## config.mk

```make
export PLATFORM = sky130hd
export DESIGN_NAME = serial_addsub_flat
export DESIGN_NICKNAME = d
export VERILOG_FILES = /design/src/rtl/serial_addsub_pkg.sv /design/src/rtl/serial_addsub_if.sv /design/src/rtl/serial_addsub_fa.sv /design/src/rtl/serial_addsub.sv /design/src/flat_wrapper.sv
export SDC_FILE = /design/constraint.sdc
export NUM_CORES = 1
export LEC_CHECK = 0
export CAP_MARGIN = 10
export CELL_PAD_IN_SITES_DETAIL_PLACEMENT = 0
export CELL_PAD_IN_SITES_GLOBAL_PLACEMENT = 1
export CORE_MARGIN = 10
export CORE_UTILIZATION = 32
export CTS_CLUSTER_DIAMETER = 50
export CTS_CLUSTER_SIZE = 28
export DETAILED_ROUTE_END_ITERATION = 7
export GPL_ROUTABILITY_DRIVEN = 1
export GPL_TIMING_DRIVEN = 0
export PLACE_DENSITY = 0.74
export SYNTH_ARGS = -nofsm -noshare
export SYNTH_HDL_FRONTEND = slang
export SYNTH_SLANG_ARGS = --single-unit
```

## constraint.sdc

```tcl
create_clock -name clk -period 1.3 [get_ports clk]
set_clock_uncertainty 0.15 [all_clocks]
set_input_delay 0.195 -clock clk [delete_from_list [all_inputs] [get_ports clk]]
set_output_delay 0.195 -clock clk [all_outputs]
set_load 0.01 [all_outputs]
```

## src/rtl/serial_addsub_pkg.sv

```systemverilog
// Shared types and constants for the bit-serial add/subtract engine.
// Holds the FSM state encoding, the operation codes and the counter sizing helper.
package serial_addsub_pkg;

    typedef enum logic [1:0] {
        IDLE = 2'd0,
        RUN  = 2'd1,
        DONE = 2'd2
    } state_t;

    localparam logic OP_ADD = 1'b0;
    localparam logic OP_SUB = 1'b1;

    // A one-bit word still needs a one-bit counter, so the width never drops to zero.
    function automatic int cnt_width(input int w);
        return (w > 1) ? $clog2(w) : 1;
    endfunction

endpackage

```

## src/rtl/serial_addsub_if.sv

```systemverilog
// Operand and result handshake bundle for serial_addsub.
// The master side is the operand source plus result sink; the slave side is the engine.
interface serial_addsub_if #(
    parameter int WORD_WIDTH = 4
);

    // Valid/ready rules: a beat transfers on a rising clk edge where valid&ready are
    // both 1; valid, once raised, holds with its payload stable until that edge;
    // ready may rise or fall freely and never depends on the valid of the same channel.
    logic [WORD_WIDTH-1:0] a;
    logic [WORD_WIDTH-1:0] b;
    logic                  op;
    logic                  in_vld;
    logic                  in_rd;
    logic [WORD_WIDTH-1:0] out_res;
    logic                  out_cb;
    logic                  out_vld;
    logic                  out_rd;

    modport master (
        output a,
        output b,
        output op,
        output in_vld,
        input  in_rd,
        input  out_res,
        input  out_cb,
        input  out_vld,
        output out_rd
    );

    modport slave (
        input  a,
        input  b,
        input  op,
        input  in_vld,
        output in_rd,
        output out_res,
        output out_cb,
        output out_vld,
        input  out_rd
    );

endinterface

```

## src/rtl/serial_addsub_fa.sv

```systemverilog
// Single full-adder cell; the serial engine reuses it once per bit position.
module serial_addsub_fa (
    input  logic a,
    input  logic b,
    input  logic ci,
    output logic co,
    output logic s
);

    assign s  = a ^ b ^ ci;
    assign co = (a & b) | (a & ci) | (b & ci);

endmodule

```

## src/rtl/serial_addsub.sv

```systemverilog
// Bit-serial add/subtract engine: one full-adder cell walks the operands LSB first,
// one bit per clock, and presents the word result with carry/borrow on a handshake.
module serial_addsub
    import serial_addsub_pkg::*;
#(
    parameter int WORD_WIDTH = 4
) (
    input  logic           clk,
    input  logic           rst_n,
    serial_addsub_if.slave bus,
    output state_t         dbg_state
);

    localparam int CW = cnt_width(WORD_WIDTH);

    state_t                state;
    state_t                state_nxt;

    logic [WORD_WIDTH-1:0] a_sh;
    logic [WORD_WIDTH-1:0] b_sh;
    logic [WORD_WIDTH-1:0] res;
    logic                  carry;
    logic                  op_q;
    logic [CW-1:0]         cnt;

    logic                  fa_s;
    logic                  fa_co;
    logic                  accept;
    logic                  last_bit;

    assign accept   = (state == IDLE) && bus.in_vld;
    assign last_bit = (cnt == CW'(WORD_WIDTH - 1));

    serial_addsub_fa u_fa (
        .a  (a_sh[0]),
        .b  (b_sh[0]),
        .ci (carry),
        .co (fa_co),
        .s  (fa_s)
    );

    // State register
    always_ff @(posedge clk or negedge rst_n) begin
        if (!rst_n) begin
            state <= IDLE;
        end else begin
            state <= state_nxt;
        end
    end

    // Next-state logic
    always_comb begin
        state_nxt = state;
        case (state)
            IDLE: if (accept)     state_nxt = RUN;
            RUN:  if (last_bit)   state_nxt = DONE;
            DONE: if (bus.out_rd) state_nxt = IDLE;
            default:              state_nxt = IDLE;
        endcase
    end

    // Subtraction is a + ~b + 1: b is inverted at load and the +1 enters as carry-in.
    always_ff @(posedge clk or negedge rst_n) begin
        if (!rst_n) begin
            a_sh  <= '0;
            b_sh  <= '0;
            res   <= '0;
            carry <= 1'b0;
            op_q  <= OP_ADD;
            cnt   <= '0;
        end else begin
            case (state)
                IDLE: begin
                    if (accept) begin
                        a_sh  <= bus.a;
                        b_sh  <= (bus.op == OP_SUB) ? ~bus.b : bus.b;
                        carry <= bus.op;
                        op_q  <= bus.op;
                        cnt   <= '0;
                    end
                end
                RUN: begin
                    // New sum bit enters at the MSB so the LSB lands at bit 0 after the last shift.
                    res   <= (res >> 1) | (WORD_WIDTH'(fa_s) << (WORD_WIDTH - 1));
                    carry <= fa_co;
                    a_sh  <= a_sh >> 1;
                    b_sh  <= b_sh >> 1;
                    cnt   <= cnt + 1'b1;
                end
                default: begin
                end
            endcase
        end
    end

    // Output logic; in_rd is forced low while reset is asserted.
    always_comb begin
        bus.in_rd   = 1'b0;
        bus.out_vld = 1'b0;
        bus.out_res = '0;
        bus.out_cb  = 1'b0;
        case (state)
            IDLE: bus.in_rd = rst_n;
            DONE: begin
                bus.out_vld = 1'b1;
                bus.out_res = res;
                bus.out_cb  = (op_q == OP_SUB) ? ~carry : carry;
            end
            default: begin
            end
        endcase
    end

    assign dbg_state = state;

endmodule

```

## src/flat_wrapper.sv

```systemverilog
// flat-port wrapper written by rule: the top's interface ports become plain ports
module serial_addsub_flat import serial_addsub_pkg::*;
#(
    parameter int WORD_WIDTH = 4
)
  (clk, rst_n, dbg_state, bus_a, bus_b, bus_op, bus_in_vld, bus_in_rd, bus_out_res, bus_out_cb, bus_out_vld, bus_out_rd);
  serial_addsub_if #(.WORD_WIDTH(WORD_WIDTH)) bus_i ();
  input  logic clk;
  input  logic rst_n;
  output state_t dbg_state;
  input wire logic [$bits(bus_i.a)-1:0] bus_a;
  input wire logic [$bits(bus_i.b)-1:0] bus_b;
  input wire logic [$bits(bus_i.op)-1:0] bus_op;
  input wire logic [$bits(bus_i.in_vld)-1:0] bus_in_vld;
  output wire logic [$bits(bus_i.in_rd)-1:0] bus_in_rd;
  output wire logic [$bits(bus_i.out_res)-1:0] bus_out_res;
  output wire logic [$bits(bus_i.out_cb)-1:0] bus_out_cb;
  output wire logic [$bits(bus_i.out_vld)-1:0] bus_out_vld;
  input wire logic [$bits(bus_i.out_rd)-1:0] bus_out_rd;
  assign bus_i.a = bus_a;
  assign bus_i.b = bus_b;
  assign bus_i.op = bus_op;
  assign bus_i.in_vld = bus_in_vld;
  assign bus_in_rd = bus_i.in_rd;
  assign bus_out_res = bus_i.out_res;
  assign bus_out_cb = bus_i.out_cb;
  assign bus_out_vld = bus_i.out_vld;
  assign bus_i.out_rd = bus_out_rd;
  serial_addsub #(.WORD_WIDTH(WORD_WIDTH)) u_core (.clk(clk), .rst_n(rst_n), .bus(bus_i), .dbg_state(dbg_state));
endmodule
```

==> metrics.csv <==
stage,metric,value,unit
synthesis,largest family of logic cells by synthesized area,simple AND/OR/NAND/NOR gates,
setup_path,crit-path max cell delay,0.42,ns
pwr,Tot Pwr,0.00305,W
clocking,Worst-Skew Late Latency,0.29,ns
job,Max Cap Viol,0,
global_route,first-pass GRT wire length,3290,um
outcome,failing checks,"hold timing, setup timing",
synthesis,syn_area_per_cell,9.83,um2
clocking,root buffer cell,clkbuf_4,
global_route,Total GRT Usage,7.46,%
setup_path,critical path class,reg2reg,
global_route,largest net degree at the start of global routing,20,
setup_path,crit path DAT,1.66,ns
cells_and_area,FILL cells,247,
clocking,CTS sink count,18,
die,die area,0.00531,mm2
cells_and_area,share of cells above drive strength 1,43.9,%
timing,Tmin final,1.62,ns
synthesis,Simple-Gate Fraction of Synth Area,21.0,%
timing,RSZ-0062 raised after global routing,true,
pwr,leakage power,0.648,nW
setup_path,Crit path max-delay family,buffers and inverters,
placed_design,DP HPWL,1450,um
clocking,CTS tree,built,
setup_path,CP Launch Type,flip-flop,
die,core area,0.00271,mm2
placed_design,Area after DPL,0.00115,mm2
synthesis,"Cell Area, Synth",895,um2
die,Ports,22,
synthesis,Post-Syn Nets,106,
routing,Routed WL,2100,um
setup_path,Critical Path RT,1.34,ns
global_route,"Remaining Overflow, GRT",0,
pwr,combinational power share,55.8,%
cells_and_area,nets,139,
clocking,CTS HTree Levels,1,
synthesis,XOR/XNOR Fraction of Synth Area,4.90,%
routing,DR iter-0 viols,16,
die,die height,72.9,um
timing,Final setup viols,26,
setup_path,"most used cell, CP",buf_6,
die,Initial Utilization,33.0,%
pwr,P_int,0.00192,W
setup_path,crit path max fanout,5,
outcome,status,finished with violations,
clocking,clk buf depth,2,
placed_design,Setup WS pre-CTS,-1.18,ns
pwr,VDD IR-drop max,1.05,mV
global_route,vias in the first global route,718,
placed_design,GPL Wtd Cong,0.744,
pwr,register share of total power,32.8,%
setup_path,crit path capture type,flip-flop,
timing,Rel. slew slack,68.0,%
routing,Via density,4.81,
timing,final hold vios,18,
timing,Max Transition Viols Final,0,
synthesis,sequential-to-total area share from yosys stat,50.3,%
setup_path,highest-delay cell along the critical path,or3b_4,
worst_hold_path,HP Class,in2async,
synthesis,synth warn,0,
setup_path,cell-by-cell trace of the critical path,"buf_6, buf_6, or3b_4, clkbuf_16, a21o_1",
timing,Hold Slack,-0.212,ns
routing,DRC errors left,0,
cells_and_area,fin area,0.00139,mm2
timing,Final Cycle Share,125,%
synthesis,Compound-Gate Fraction of Synth Area,14.4,%
clocking,total CTS buffers,3,
timing,Worst-Margin Slew,0.480,ns
routing,Final ANT Viol Nets,0,
synthesis,Gate Count Post-Synth,91,
timing,max frequency,0.617,GHz
die,Die Width,72.9,um
synthesis,adder-cell share of the synthesized area,3.64,%
die,Rows,19,
routing,Initial DRT Pass Iterations,4,
pwr,Net Switching,0.00113,W
timing,Worst Slack Setup Final,-0.320,ns
setup_path,Buf/Inv on CP,3,
global_route,initial antenna violation count,0,
placed_design,IO Port Bufs,20,
cells_and_area,area grow syn2layout,55.1,%
pwr,switching share of power,36.9,%
synthesis,#FFs+latches synth,18,
cells_and_area,n_diodes,0,
routing,per-cell routed wire length,13.7,um
pwr,power per cell area,2200,mW/mm2
synthesis,Netlist cell types,26,
clocking,"Reg clk slew, reported paths",0.11,ns
routing,detailed-route via count,741,
synthesis,mux cell area share after synthesis,0,%
pwr,clock group share of total power,11.4,%
[power groups by stage]
stage	registers, W	logic (W)	clock network (W)
after floorplan	0.000961	0.000779	0
after global placement	0.000976	0.00111	0
after detailed placement	0.000988	0.00113	0
after CTS	0.000976	0.00126	0.000364
after global routing	0.00103	0.00187	0.000380
final	0.000998	0.00170	0.000347
[routing by layer]
metal  share of wire (%)  vias to the layer above  wire length, um  global-route usage, %
met3                 6.6                        2              138                   2.59
met2                  47                       18              994                   11.7
met4                0.62                        0               13                   2.53
met5                   0                        -                0                      0
met1                  46                      354              957                   9.30
li1                    -                      367                -                      -
[final cells by class]
cell class | instances | area [um2] | area share, %
Tap cell | 31 | 38.8 | 2.80
Timing Repair Buffer | 28 | 284 | 20.5
Clock buffer | 4 | 36.3 | 2.61
Inverter | 3 | 13.8 | 0.992
Sequential cell | 18 | 450 | 32.5
Multi-Input combinational cell | 64 | 500 | 36.1
Buffer | 6 | 63.8 | 4.60
[cell usage in the layout, fill, tap and decap left out, types with 2 or more instances in the layout]
master | Yosys | routed
a221o_2 | 3 | 3
nand2b_4 | 0 | 2
nand3_2 | 0 | 3
nor2b_1 | 4 | 3
clkdlybuf4s50_1 | 0 | 10
nand2_2 | 0 | 4
nor2_1 | 5 | 2
a22oi_2 | 0 | 2
inv_1 | 3 | 2
and2_4 | 0 | 4
dfrtp_1 | 18 | 18
clkbuf_4 | 0 | 3
a21oi_1 | 3 | 3
xnor2_1 | 5 | 5
nor2_4 | 0 | 2
buf_4 | 0 | 3
buf_2 | 2 | 2
nand2_1 | 17 | 13
o21ai_2 | 0 | 3
buf_6 | 2 | 13
o21ai_1 | 1 | 4
[worst reg2reg max path, delay by kind of cell (launching register included)]
kind                   cells  cell delay, ns
buffers and inverters      3            0.42
and+or+nand+nor            1            0.42
DFF                        1            0.40
AOI/OAI and AO/OA          1            0.15
[registers in the layout, indices dropped and copies added, names as in the netlist]
register          flops
u_core.a_sh           4
u_core.b_sh           4
u_core.carry          1
u_core.cnt            2
u_core.dbg_state      2
u_core.op_q           1
u_core.res            4
[synth_stat cells]
master	count	area share (%)
dfrtp_1	18	50
nand2_1	17	7.1
o21ai_0	7	3.9
nor2_1	5	2.1
xnor2_1	5	4.9
and2_1	4	2.8
nor2b_1	4	2.8
a21oi_1	3	1.7
a221o_2	3	3.8
inv_1	3	1.3
nand3_1	3	1.7
a22oi_1	2	1.7
buf_2	2	1.1
buf_6	2	2.5
nand2b_1	2	1.4
a21o_1	1	0.84
a221o_1	1	1.1
and3b_1	1	0.98
buf_1	1	0.42
clkbuf_1	1	0.42
fa_1	1	2.2
ha_1	1	1.4
nor3b_1	1	0.84
o21ai_1	1	0.56
o21bai_1	1	0.84
or3b_4	1	1.3
[worst paths after layout]
kind	end	cells after the start	startpoint	slack (ns)
hold reg to reg	u_core.cnt[0]	1	u_core.cnt[0]	0.35
setup reg to reg	u_core.op_q	5	u_core.dbg_state[0]	-0.32
max in group asynchronous	u_core.res[1]	1	rst_n	0.89
setup / recovery	u_core.op_q	5	u_core.dbg_state[0]	-0.32
hold / removal	u_core.carry	1	rst_n	-0.21
min in group clk	u_core.b_sh[3]	3	bus_op	0.24
[cell families (layout without fill, tap and decap cells)]
| kind of cell | count (synthesis) | after routing |
|---|---|---|
| compound gates | 19 | 19 |
| simple gates | 38 | 38 |
| fa+ha+maj | 2 | 2 |
| xor+xnor | 5 | 5 |
| buf+inv | 9 | 41 |
| flops | 18 | 18 |
[timing repair]
| item | in CTS | in global routing |
|---|---|---|
| cloned | 0 | 2 |
| pin swaps | 4 | 11 |
| hold endpoints to repair | 18 | 18 |
| setup endpoints to repair | 27 | 27 |
| resized for setup | 49 | 32 |
| setup buffers | 2 | 4 |
[per-stage QoR]
| stage | utilization [%] | std cells | TNS, ns | hold WS (ns) |
|---|---|---|---|---|
| 6_report | 51.2 | 154 | -4.95 | -0.212 |
| 5_1_grt | 51.2 | 154 | -6.49 | -0.189 |
| 4_1_cts | 45.2 | 148 | -5.52 | -0.200 |
| 3_5_place_dp | 42.5 | 142 | -11.25 | 0.331 |
| 3_3_place_gp | 42.5 | 142 | -10.14 | 0.314 |
| 2_1_floorplan | - | 91 | -1.47 | -0.251 |
No activity file was read; power rests on OpenSTA's default activity.
